==> src/rtl/layer_scheduler_pkg.sv <==
// Shared definitions for the layer scheduler slice.
//   state_t    : sequencer state encoding (3-bit)
//   LAST_BIT   : descriptor bit marking the final layer of a run
//   RELOAD_BIT : descriptor bit requesting a weight load before the layer
//   idx_w()    : index width for a table of n entries (never below 1)
package layer_scheduler_pkg;

    typedef enum logic [2:0] {
        IDLE   = 3'd0,
        LOAD   = 3'd1,
        CONFIG = 3'd2,
        RUN    = 3'd3,
        NEXT   = 3'd4,
        DONE   = 3'd5
    } state_t;

    localparam int unsigned LAST_BIT   = 0;
    localparam int unsigned RELOAD_BIT = 1;

    function automatic int unsigned idx_w(input int unsigned n);
        return (n > 1) ? $clog2(n) : 1;
    endfunction

endpackage

==> src/rtl/layer_scheduler_desc_table.sv <==
// layer_desc_table: descriptor register file, one entry per layer.
// Ports:
//   clk1, rst_n : clock, asynchronous active-low reset (clears every entry)
//   we          : write enable (the caller gates this to IDLE)
//   waddr/wdata : write index/data; indices >= NUM_LAYERS are dropped
//   raddr       : combinational read index
//   rdata       : entry at raddr (0 for an out-of-range index)
module layer_desc_table
    import layer_scheduler_pkg::*;
#(
    parameter int unsigned NUM_LAYERS = 4,
    parameter int unsigned CFG_W      = 16,
    parameter int unsigned IDX_W      = idx_w(NUM_LAYERS)
) (
    input  logic             clk1,
    input  logic             rst_n,
    input  logic             we,
    input  logic [IDX_W-1:0] waddr,
    input  logic [CFG_W-1:0] wdata,
    input  logic [IDX_W-1:0] raddr,
    output logic [CFG_W-1:0] rdata
);

    logic [CFG_W-1:0] mem [NUM_LAYERS];

    always_ff @(posedge clk1 or negedge rst_n) begin
        if (!rst_n) begin
            for (int unsigned i = 0; i < NUM_LAYERS; i++) begin
                mem[i] <= '0;
            end
        end else if (we && (32'(waddr) < NUM_LAYERS)) begin
            mem[waddr] <= wdata;
        end
    end

    always_comb begin
        rdata = '0;
        if (32'(raddr) < NUM_LAYERS) begin
            rdata = mem[raddr];
        end
    end

endmodule

==> src/rtl/layer_scheduler.sv <==
// layer_scheduler: walks the descriptor table one layer at a time, doing an
// optional weight-load handshake, then starting the conv controller and
// waiting for its completion edge. Pulses done after the last layer.
// Ports:
//   clk1, rst_n          : clock, asynchronous active-low reset
//   start, abort         : run request (IDLE only) / synchronous abort
//   cfg_we/addr/wdata    : descriptor table write port (accepted in IDLE)
//   load_req, load_layer : weight-load request and its layer index
//   load_ack             : loader completion pulse
//   start_conv, end_conv : conv controller start pulse / completion level
//   cfg_out, layer_idx   : descriptor and index of the active layer
//   busy, done, err      : not-IDLE, end-of-run pulse, sticky watchdog error
// Optional: `define LAYER_SCHED_WATCHDOG_EN adds a TIMEOUT_W-bit RUN watchdog;
// without it err stays 0 and RUN waits indefinitely.
module layer_scheduler
    import layer_scheduler_pkg::*;
#(
    parameter int unsigned NUM_LAYERS = 4,
    parameter int unsigned CFG_W      = 16,
    parameter int unsigned TIMEOUT_W  = 16
) (
    input  logic                             clk1,
    input  logic                             rst_n,
    input  logic                             start,
    input  logic                             abort,
    input  logic                             cfg_we,
    input  logic [idx_w(NUM_LAYERS)-1:0]     cfg_addr,
    input  logic [CFG_W-1:0]                 cfg_wdata,
    output logic                             load_req,
    output logic [idx_w(NUM_LAYERS)-1:0]     load_layer,
    input  logic                             load_ack,
    output logic                             start_conv,
    input  logic                             end_conv,
    output logic [CFG_W-1:0]                 cfg_out,
    output logic [idx_w(NUM_LAYERS)-1:0]     layer_idx,
    output logic                             busy,
    output logic                             done,
    output logic                             err
);

    localparam int unsigned      IDX_W    = idx_w(NUM_LAYERS);
    localparam logic [IDX_W-1:0] LAST_IDX = IDX_W'(NUM_LAYERS - 1);

    state_t           state_q, state_d;
    logic [IDX_W-1:0] idx_q, idx_d;
    logic [CFG_W-1:0] cfg_q, cfg_d;
    logic             err_q, err_d;
    logic             ec_q;
    logic             ec_rise;
    logic             wd_expire;
    logic             tbl_we;
    logic [IDX_W-1:0] rd_addr;
    logic [CFG_W-1:0] rd_data;

    assign ec_rise = end_conv & ~ec_q;
    assign tbl_we  = cfg_we && (state_q == IDLE);

    // The single read port serves three lookups: entry 0 when a run is
    // accepted, the following entry in NEXT, and the active entry in CONFIG.
    always_comb begin
        rd_addr = idx_q;
        if (state_q == IDLE) begin
            rd_addr = '0;
        end else if (state_q == NEXT) begin
            rd_addr = idx_q + IDX_W'(1);
        end
    end

    layer_desc_table #(
        .NUM_LAYERS (NUM_LAYERS),
        .CFG_W      (CFG_W),
        .IDX_W      (IDX_W)
    ) u_table (
        .clk1  (clk1),
        .rst_n (rst_n),
        .we    (tbl_we),
        .waddr (cfg_addr),
        .wdata (cfg_wdata),
        .raddr (rd_addr),
        .rdata (rd_data)
    );

`ifdef LAYER_SCHED_WATCHDOG_EN
    logic [TIMEOUT_W-1:0] wd_q;

    // Held at zero outside RUN so every RUN entry starts from a clean count.
    always_ff @(posedge clk1 or negedge rst_n) begin
        if (!rst_n) begin
            wd_q <= '0;
        end else if (state_q != RUN) begin
            wd_q <= '0;
        end else begin
            wd_q <= wd_q + TIMEOUT_W'(1);
        end
    end

    // Fires in the RUN cycle whose increment would reach all-ones.
    assign wd_expire = (state_q == RUN) && (wd_q == ~TIMEOUT_W'(1));
`else
    assign wd_expire = 1'b0;
`endif

    always_comb begin
        state_d = state_q;
        idx_d   = idx_q;
        cfg_d   = cfg_q;
        err_d   = err_q;
        if (abort) begin
            state_d = IDLE;
        end else begin
            unique case (state_q)
                IDLE: begin
                    if (start) begin
                        idx_d   = '0;
                        err_d   = 1'b0;
                        state_d = rd_data[RELOAD_BIT] ? LOAD : CONFIG;
                    end
                end
                LOAD: begin
                    if (load_ack) begin
                        state_d = CONFIG;
                    end
                end
                CONFIG: begin
                    cfg_d   = rd_data;
                    state_d = RUN;
                end
                RUN: begin
                    if (ec_rise) begin
                        state_d = NEXT;
                    end else if (wd_expire) begin
                        err_d   = 1'b1;
                        state_d = DONE;
                    end
                end
                NEXT: begin
                    if (cfg_q[LAST_BIT] || (idx_q == LAST_IDX)) begin
                        state_d = DONE;
                    end else begin
                        idx_d   = idx_q + IDX_W'(1);
                        state_d = rd_data[RELOAD_BIT] ? LOAD : CONFIG;
                    end
                end
                DONE: begin
                    state_d = IDLE;
                end
                default: begin
                    state_d = IDLE;
                end
            endcase
        end
    end

    // Output strobes are registered from the next state so that they line
    // up with the state they belong to; abort therefore clears them at once.
    always_ff @(posedge clk1 or negedge rst_n) begin
        if (!rst_n) begin
            state_q    <= IDLE;
            idx_q      <= '0;
            cfg_q      <= '0;
            err_q      <= 1'b0;
            ec_q       <= 1'b0;
            load_req   <= 1'b0;
            start_conv <= 1'b0;
            busy       <= 1'b0;
            done       <= 1'b0;
        end else begin
            state_q    <= state_d;
            idx_q      <= idx_d;
            cfg_q      <= cfg_d;
            err_q      <= err_d;
            ec_q       <= end_conv;
            load_req   <= (state_d == LOAD);
            start_conv <= (state_q == CONFIG) && (state_d == RUN);
            busy       <= (state_d != IDLE);
            done       <= (state_d == DONE);
        end
    end

    assign load_layer = idx_q;
    assign layer_idx  = idx_q;
    assign cfg_out    = cfg_q;
    assign err        = err_q;

endmodule

==> config.mk <==
export PLATFORM = sky130hd
export DESIGN_NAME = layer_scheduler
export DESIGN_NICKNAME = d
export VERILOG_FILES = /design/src/rtl/layer_scheduler_pkg.sv /design/src/rtl/layer_scheduler_desc_table.sv /design/src/rtl/layer_scheduler.sv
export SDC_FILE = /design/constraint.sdc
export NUM_CORES = 1
export LEC_CHECK = 0
export ABC_AREA = 1
export CORE_MARGIN = 4
export CORE_UTILIZATION = 25
export DETAILED_ROUTE_END_ITERATION = 16
export GPL_TIMING_DRIVEN = 0
export SYNTH_ARGS = -nofsm -noshare
export SYNTH_HDL_FRONTEND = slang
export SYNTH_HIERARCHICAL = 1
export SYNTH_SLANG_ARGS = --single-unit
==> constraint.sdc <==
create_clock -name clk1 -period 4.1 [get_ports clk1]
set_input_delay 0.41 -clock clk1 [delete_from_list [all_inputs] [get_ports clk1]]
set_output_delay 0.41 -clock clk1 [all_outputs]
set_load 0.01 [all_outputs]
After elaboration in Yosys (flattened, before gate mapping)
Cells that the tools add are included.
- register bits: 90
- bits in latches: 0
- bits in writable memories: 0
- ROM bits: 0
- bits of input ports: 25
- output and inout port bits: 25
- memories kept: 0
- add/sub/neg operators: 1
- $mul: 0
- divide/modulo/power cells: 0
- order comparisons: 3
- equality and inequality tests: 10
- shifts and indexed selects: 0
- multiplexer cells: 18
- bitwise logic cells: 5
- reductions and logical operators: 9
- operator list (cell ; count):
    64-bit bitwise mux ; 1
    16-bit 2-to-1 mux ; 3
    16-bit binary-select mux with 2-bit select ; 1
    16-bit demux with 2-bit select ; 1
    3-bit 2-to-1 mux ; 5
    3-bit one-hot mux with 5 select lines ; 1
    2-bit 2-to-1 mux ; 5
    3-bit by 2-bit equality test with 1-bit output (second input constant) ; 3
    3-bit by 1-bit equality test with 1-bit output (second input constant) ; 2
    3-bit equality test (second input constant) ; 2
    3-bit greater-or-equal comparator (second input constant) ; 2
    2-bit inverter with 3-bit output ; 2
    2-bit inequality test (second input constant) ; 2
    2-bit one-hot mux with 2 select lines ; 1
    4-bit AND reduction ; 1
    1-bit logical AND ; 3
    3-bit logical NOT ; 1
    3-bit by 1-bit < comparator with 1-bit output (second input constant) ; 1
    3-bit nonzero test ; 1
    2-bit by 1-bit adder with 2-bit output (second input constant) ; 1
    2-bit equality test (second input constant) ; 1
    1-bit inverter ; 2
    2-bit AND reduction ; 1
    2-bit nonzero test ; 1
    other kinds (2) ; 2

Longest topological paths before layout
Gate-level depths: netlist (run 1).
- depth in word-level cells: 13
- depth in mapped cells: 19
- depth with buffers taken out: 17

Cells and area by module
The synthesis (run 1) kept the hierarchy.
- modules (own cells, without submodules) (module ; instances ; cells an instance ; area an instance (um^2)):
    layer_desc_table ; 1 ; 470 ; 3453.3
    layer_scheduler ; 1 ; 143 ; 1171.1

Worst setup path before layout (run 1)
OpenSTA, ideal clock, no wires.
- kind: register to register
- start point: reg state_q[0]
- end point: reg busy
- arrival: 2.207 ns
- data required time: 3.966 ns
- setup slack: 1.759 ns
- stages on the path, launching flop included: 19
- path buffers: 2
- period minus slack after synthesis: 2.341 ns
- cells stage by stage: dfrtp_1 > inv_1 > nand2_1 > nor2_1 > ha_1 > nor2_1 > buf_2 > inv_1 > buf_2 > nand2_1 > nand3_1 > nand2_1 > inv_1 > nand2_1 > nand2_1 > nand2_1 > nand2_1 > o21ai_0 > nand3_1
- word-level cells in the longest chain between the ends: 12
- elaborated cells on any way between the ends: 19
- ends and longest elaborated chain (item ; RTL line ; source):
    from (decl) ; layer_scheduler.sv:44 ; state_t state_q, state_d;
    from (signal assigned) ; layer_scheduler.sv:168 ; state_q <= state_d;
    3-bit equality test ; layer_scheduler.sv:64 ; end else if (state_q == NEXT) begin
    2-bit 2-to-1 mux ; layer_scheduler.sv:64 ;
    2-bit 2-to-1 mux (*) ; layer_scheduler.sv:62 ; if (state_q == IDLE) begin
    via rd_addr[0] ; layer_scheduler.sv:52 ; logic [IDX_W-1:0] rd_addr;
    2-bit inverter with 3-bit output (implied by the code) (*) ; layer_scheduler_desc_table.sv:39 ; rdata = mem[raddr];
    16-bit binary-select mux with 2-bit select (*) ; layer_scheduler_desc_table.sv:39 ;
    16-bit 2-to-1 mux (implied by the code) (*) (2 in a row) ; layer_scheduler_desc_table.sv:39 ;
    via rd_data[1] ; layer_scheduler.sv:53 ; logic [CFG_W-1:0] rd_data;
    2-bit 2-to-1 mux (*) ; layer_scheduler.sv:116, layer_scheduler.sv:141 ;
    3-bit 2-to-1 mux, on equally long branches ; layer_scheduler.sv:137, layer_scheduler.sv:113 ;
    3-bit one-hot mux with 5 select lines (*) ; layer_scheduler.sv:111 ; unique case (state_q)
    3-bit 2-to-1 mux (*) ; layer_scheduler.sv:108 ; if (abort) begin
    3-bit nonzero test (*) ; layer_scheduler.sv:175 ; busy <= (state_d != IDLE);
    to (signal assigned) ; layer_scheduler.sv:175 ;
    to (decl) ; layer_scheduler.sv:36 ; output logic busy,
Mark *: on every way through the listed nets, which the timed path passes. The rest lies on a longest branch. The select of a mux whose other input is x is not followed.
A chain may end at the register's enable or synchronous reset.

Final worst setup path (run 1)
Ends and elaborated chain as after synthesis.

==> summary.txt, run 1 <==
Maxcap violations = 0
Starting Density = 25.6%
Final Hold Violating Endpoints = 0
Xor and xnor area share after synthesis = 0%
Critical Path Start Type = register
Via count = 3794
Most common cell after layout, fill and taps aside = nand2_1
Worst setup EP type = register
Hold WS = 470 ps
Die Height = 144 um
Hold Path Origin = u_table/mem[37]$_DFFE_PN0P_
Total CTS buffers = 9
WHS Path Cells = 2
Fin crit share = 70.9%
Die area = 20700 sq um
Hold endpoint = u_table/mem[37]$_DFFE_PN0P_
Syn_nets = 640
Outcome = finished, final reports clean
Clock Skews = 6.51 ps
Fillers = 1911
Total GRT Usage = 11.8%
Drt wl/cell = 12.6 um
Crit Path Class = reg -> reg
GP Congestion = 0.870
I/O pin count = 50
Root Buffer = clkbuf_16
Post-CTS Setup Bufs = 0
Final setup fails = 0
First drt pass iteration count = 5
Final Total Pwr = 3.56 mW
Clk_lat worst skew = 340 ps
Main combinational cell family by area after synthesis = simple AND/OR/NAND/NOR gates
R2R depth = 18
Mux share of post-synthesis cell area = 0%
First-pass GRT wire length = 19500 um
Die width = 144 um
Antenna cells = 0
Total wire length = 11500 um
P&R area growth vs syn = 24.2%
Sum Neg Setup Slack = 0 ps
Slew Viols, Final = 0
P_leak = 3.08 nW
Vias in the first global route = 3731
Vias per Instance = 4.18
Area leader, netlist = dfrtp_1
R2r startpoint = state_q[0]$_DFF_PN0_
RSZ-0062 raised after global routing = false
Seq cells post-synth = 90
Syn Std Cell Area = 4620 sq um
Fraction of the mapped netlist area in adder cells = 0.541%
CTS sink cnt = 90
Largest net degree at the start of global routing = 70
Critical Path RT = 4310 ps
Simple-Gate Fraction of Synth Area = 34.6%
Reg-to-reg setup timing slack = 1190 ps
Post-synthesis compound-gate area fraction = 2.87%
H-tree depth = 3
Port Buf Inserts = 48
Syn Area/Cell = 7.54 sq um
CORE AREA = 18100 sq um
Crit path DAT = 3120 ps
Final HPWL DP = 8790 um
Initial antenna violation count = 0
Layout cells sized above 1 = 10.2%
Worst VDD drop = 0.183 mV
CTS tree = yes
ANT nets after route = 0
Drt drc = 0
CTS resizes = 0
Highest clock rate = 344 MHz
Post-synth top area share = 48.7%
Row cnt = 49
Worst hold path class = reg -> reg
Ys Warns = 6
Peak fanout along the critical path = 10
Clk slew on worst S/H paths = 70 ps
Worst-case clock buffer depth = 2
Synth cell types = 23
Most frequent cells in the layout = nand2_1 (257), inv_1 (96), dfrtp_1 (90)
RR Endpoint = busy$_DFF_PN0_
Total grt overflow = 0
Syn Inst Count = 613
Synth area leaders = dfrtp_1 (49%), nand2_1 (21%), inv_1 (7.8%)
Nets = 701
Number of DRC markers in iteration 0 = 267
Crit path time final = 2910 ps
Pwr per Cell Area = 619 nW/um^2
Sequential share of the synthesized area = 48.7%
[metal layers]
layer	GRT usage (%)	wire length (um)	vias to the layer above
li1	-	-	1999
met2	18.9	5340	76
met4	3.47	131	0
met5	0	0	-
met3	2.65	722	7
met1	16.0	5280	1712
[sequential cells by signal (all words and copies together), names as in the netlist]
register,cells
load_req,1
done,1
layer_idx,2
ec_q,1
cfg_out,16
u_table/mem,64
state_q,3
busy,1
start_conv,1
[report_power, final]
| part | total [mW] | internal [mW] | switching [mW] | leakage [nW] |
|---|---|---|---|---|
| Clock | 0.862 | 0.508 | 0.354 | 0.148 |
| Combinational | 1.19 | 0.520 | 0.668 | 1.80 |
| Sequential | 1.51 | 1.29 | 0.217 | 1.14 |
| Total | 3.56 | 2.32 | 1.24 | 3.08 |
[synth_stat cells]
library cell and n:
buf_4 7, nand2_4 1, nor3_4 1, nor2_2 1, conb_1 1, o21ai_2 6
nor2_8 1, nand3_4 3, inv_1 96, dfrtp_1 90, o21ai_0 6, ha_1 2
buf_2 19, and3_1 1, nor2_1 9, clkbuf_1 1, nand3_1 54, nand3b_1 1
buf_6 7, nand2_1 257, o21ai_1 10, inv_2 5, nand4_1 34
[worst max path at each step]
stage | start | to | slack (ps) | cells after the start
after floorplan | state_q[0]$_DFF_PN0_ | busy$_DFF_PN0_ | 1760 | 18
after global placement | rst_n | state_q[1]$_DFF_PN0_ | -790 | 1
after detailed placement | state_q[0]$_DFF_PN0_ | busy$_DFF_PN0_ | 1240 | 18
after CTS | state_q[0]$_DFF_PN0_ | busy$_DFF_PN0_ | 1220 | 18
after global routing | state_q[0]$_DFF_PN0_ | busy$_DFF_PN0_ | 820 | 18
final | state_q[0]$_DFF_PN0_ | busy$_DFF_PN0_ | 1190 | 18
[worst max-delay path: stages (launching register included)]
cell and delay, ps:
dfrtp_1 460, inv_1 80, nand2_1 80, nor2_1 260
ha_1 300, nor2_1 110, buf_2 190, inv_1 110
buf_2 220, nand2_1 80, nand3_1 110, nand2_1 150
inv_1 80, nand2_1 60, nand2_1 50, nand2_1 50
nand2_1 60, o21ai_0 210, nand3_1 110
[cell families after synthesis]
kind of cell    after synthesis
fa+ha+maj                     2
compound gates               22
other cells                   1
flops                        90
simple gates                363
buf+inv                     135
[layout make-up]
cell class	instances	area [sq um]	share of cell area, %
inverter	101	379	6.60
buffer	34	230	4.01
sequential	90	2250	39.2
tap	229	287	4.99
timing repair buffer	50	515	8.98
clock buffer	11	253	4.40
clock inverter	5	62.6	1.09
multi-input combinational	388	1760	30.7
[stage by stage]
stage                     cell area (sq um)  worst slack [ps]  instances  utilization [%]
after CTS                              5740              1220        908             31.7
after global routing                   5740               816        908             31.7
final                                  5740              1190        908             31.7
after floorplan                        4620              1760        613                -
after detailed placement               5420              1240        891             29.9
after global placement                 5390              -785        890             29.8
[what timing repair did]
| action | in CTS | in global routing |
|---|---|---|
| hold buffers | 1 | 0 |
| endpoints found under the hold margin | 21 | 0 |
| endpoints found under the setup margin | 0 | 0 |
Power figures use the tool's default switching activity.
==> run 2, diff against run 1 <==
==> constraint.sdc (replaced) <==
create_clock -name clk1 -period 2.59 [get_ports clk1]
set_input_delay 0.259 -clock clk1 [delete_from_list [all_inputs] [get_ports clk1]]
set_output_delay 0.259 -clock clk1 [all_outputs]
set_load 0.01 [all_outputs]
==> run 2 against run 1 <==
Clock skew about the same. Utilization increased by 0.70 points. Via count increased by 1.5%. Final area increased by 2.2%. Final cell count increased by 0.99%. Sequential share of layout area decreased by 0.82 points. Hold slack got worse by 110 ps. Register-to-register slack got worse by 980 ps. Clock-buffer cell count unchanged. Maximum frequency increased by 22%. First-iteration DRC count decreased by 17%. Critical path type unchanged. Critical endpoint is now done$_DFF_PN0_.
==> summary.txt, run 2 (synthesis gave the netlist of run 1 again) <==
Combinational power share = 34.3% (+0.9 points)
Maxcap violations = 0 (unchanged)
Via count = 3851 (+1.5%)
Sw Pwr = 1.99 mW (+60%)
First drt pass iteration count = 4 (-1)
Crit path top cell by count = nand2_1
Fillers = 1909 (-0.10%)
Switching Share = 34.9% (+0.068 points)
Total wire length = 11700 um (+1.7%)
P_leak = 3.14 nW (+1.8%)
Clock Skews = 6.78 ps (+0.261 ps)
Register share of total power = 41.8% (-0.6 points)
Worst hold path class = in -> async
Initial antenna violation count = 0 (unchanged)
Total GRT Usage = 11.8% (+0.035 points)
Drt drc = 0 (unchanged)
P_int = 3.70 mW (+60%)
CTS tree = yes
P&R area growth vs syn = 26.9%
H-tree depth = 3 (unchanged)
Crit path time final = 2370 ps (-531 ps)
Most common cell after layout, fill and taps aside = nand2_1
Port Buf Inserts = 48 (unchanged)
Sum Neg Setup Slack = 0 ps (unchanged)
GP Congestion = 0.870 (unchanged)
Pre-CTS setup slack = -270 ps (-1510 ps)
Max FFs per register = 64 (unchanged)
Drt wl/cell = 12.7 um (+0.74%)
Fin cells = 917 (+0.99%)
ANT nets after route = 0 (unchanged)
Clock share of power = 23.9% (-0.3 points)
Final Hold Violating Endpoints = 0 (unchanged)
Worst-case clock buffer depth = 2 (unchanged)
Most frequent cells in the layout = nand2_1 (255), inv_1 (94), dfrtp_1 (89)
Clk slew on worst S/H paths = 70 ps (about the same)
First-pass GRT wire length = 19500 um (+0.32%)
Crit Path Class = reg -> reg
Number of DRC markers in iteration 0 = 221 (-17%)
Pwr per Cell Area = 969 nW/um^2 (+57%)
Total grt overflow = 0 (unchanged)
Antenna cells = 0 (unchanged)
Final HPWL DP = 8790 um (unchanged)
Largest net degree at the start of global routing = 70 (unchanged)
Vias in the first global route = 3742 (+0.29%)
CTS sink cnt = 90 (unchanged)
Root Buffer = clkbuf_16
Fin crit share = 91.7% (+21 points)
Crit path DAT = 2650 ps (-470 ps)
Critical Path Start Type = register
Die Height = 144 um (unchanged)
CP top delay family = simple AND/OR/NAND/NOR gates
Nets = 710 (+1.3%)
Largest Register = u_table/mem
Worst setup EP type = register
Layout cells sized above 1 = 12.8% (+2.6 points)
Clk_lat worst skew = 340 ps (about the same)
Worst VDD drop = 0.285 mV (+56%)
Biggest cell delay along the critical path = 410 ps (-50 ps)
Vias per Instance = 4.20 (+0.51%)
Final setup fails = 0 (unchanged)
CORE AREA = 18100 sq um (unchanged)
Final Util = 32.4% (+0.70 points)
Outcome = finished, final reports clean
Die area = 20700 sq um (unchanged)
Critical Path RT = 2860 ps (-1450 ps)
Fin worst setup slack = 216 ps (-979 ps)
Die width = 144 um (unchanged)
Slew Viols, Final = 0 (unchanged)
Peak fanout along the critical path = 10 (unchanged)
CP max-delay cell = dfrtp_1
Highest clock rate = 421 MHz (+22%)
Row cnt = 49 (unchanged)
Starting Density = 25.6% (unchanged)
Critical-path cell list = inv_2 -> nand2_2 -> nor2_4 -> ha_1 -> nor2_2 -> buf_6 -> inv_2 -> buf_6 -> nand2_1 -> nand3_1 -> nand2_2 -> inv_1 -> nand2_1 -> nand2_1 -> nand2_1 -> nand2_1 -> nor2_1 -> nand3_1 -> nor2_1
Total CTS buffers = 9 (unchanged)
Crit path buf inv count = 5 (unchanged)
Placed insts = 891 (unchanged)
I/O pin count = 50 (unchanged)
## run 2: changes by cell type in the layout (fill, tap and decap cells not counted), sizes merged
cell,delta
clkbuf,+3
clkinvlp,+1
inv,-1
buf,+6
## run 2: repair_timing
action / in CTS / in global routing
hold buffers: 1 / 0
resized for setup: 7 / 18
hold endpoints to repair: 21 / 0
buffers inserted: 0 / 9
setup endpoints to repair: 5 / 5
pin swaps: 0 / 4
## run 2: power by group through the flow
stage,clock network [mW],registers (mW),logic [mW]
floorplan,0,2.39,1.25
global placement,0,2.39,1.86
detailed placement,0,2.41,1.89
CTS,1.39,2.39,1.91
global route,1.45,2.46,2.27
finish,1.36,2.38,1.95
## run 2: area by class of cell
cell class / instances / area (sq um) / area share (%)
buffer: 34 / 260 / 4.43
tap: 229 / 287 / 4.88
inverter: 101 / 383 / 6.52
clock inverter: 5 / 62.6 / 1.07
clock buffer: 11 / 253 / 4.31
sequential: 90 / 2250 / 38.4
timing repair buffer: 59 / 583 / 9.94
multi-input combinational: 388 / 1790 / 30.4
## run 2: final timing paths
| check | startpoint | end | slack (ps) | depth (start not counted) |
|---|---|---|---|---|
| worst max register to register | state_q[1]$_DFF_PN0_ | done$_DFF_PN0_ | 220 | 19 |
| worst max-delay path | state_q[1]$_DFF_PN0_ | done$_DFF_PN0_ | 220 | 19 |
| max in group asynchronous | rst_n | state_q[0]$_DFF_PN0_ | 1590 | 3 |
| worst min-delay path | rst_n | u_table/mem[12]$_DFFE_PN0P_ | 360 | 2 |
| min in group clk1 | end_conv | ec_q$_DFF_PN0_ | 390 | 1 |
| worst min register to register | u_table/mem[58]$_DFFE_PN0P_ | u_table/mem[58]$_DFFE_PN0P_ | 470 | 2 |
## run 2: worst register-to-register path: stages, from the launching register on
cell and delay [ps]:
dfrtp_1 410, inv_2 80, nand2_2 80, nor2_4 140
ha_1 250, nor2_2 100, buf_6 130, inv_2 70
buf_6 150, nand2_1 70, nand3_1 90, nand2_2 100
inv_1 70, nand2_1 60, nand2_1 50, nand2_1 60
nand2_1 80, nor2_1 90, nand3_1 100, nor2_1 120
## run 2: layer usage
metal / vias to the layer above / global-route usage (%) / part of all wire (%)
met5: - / 0 / 0
met4: 0 / 3.47 / 1.2
met3: 10 / 2.65 / 5.3
met2: 65 / 19.1 / 47
met1: 1757 / 16.0 / 46
li1: 2019 / - / -
## run 2: stage by stage
step | hold slack (ps) | power, mW | area, sq um
floorplan | -36.6 | 3.63 | 4620
global placement | 453 | 4.24 | 5390
detailed placement | 179 | 4.30 | 5420
CTS | 364 | 5.69 | 5760
global route | 389 | 6.18 | 5870
finish | 363 | 5.69 | 5870
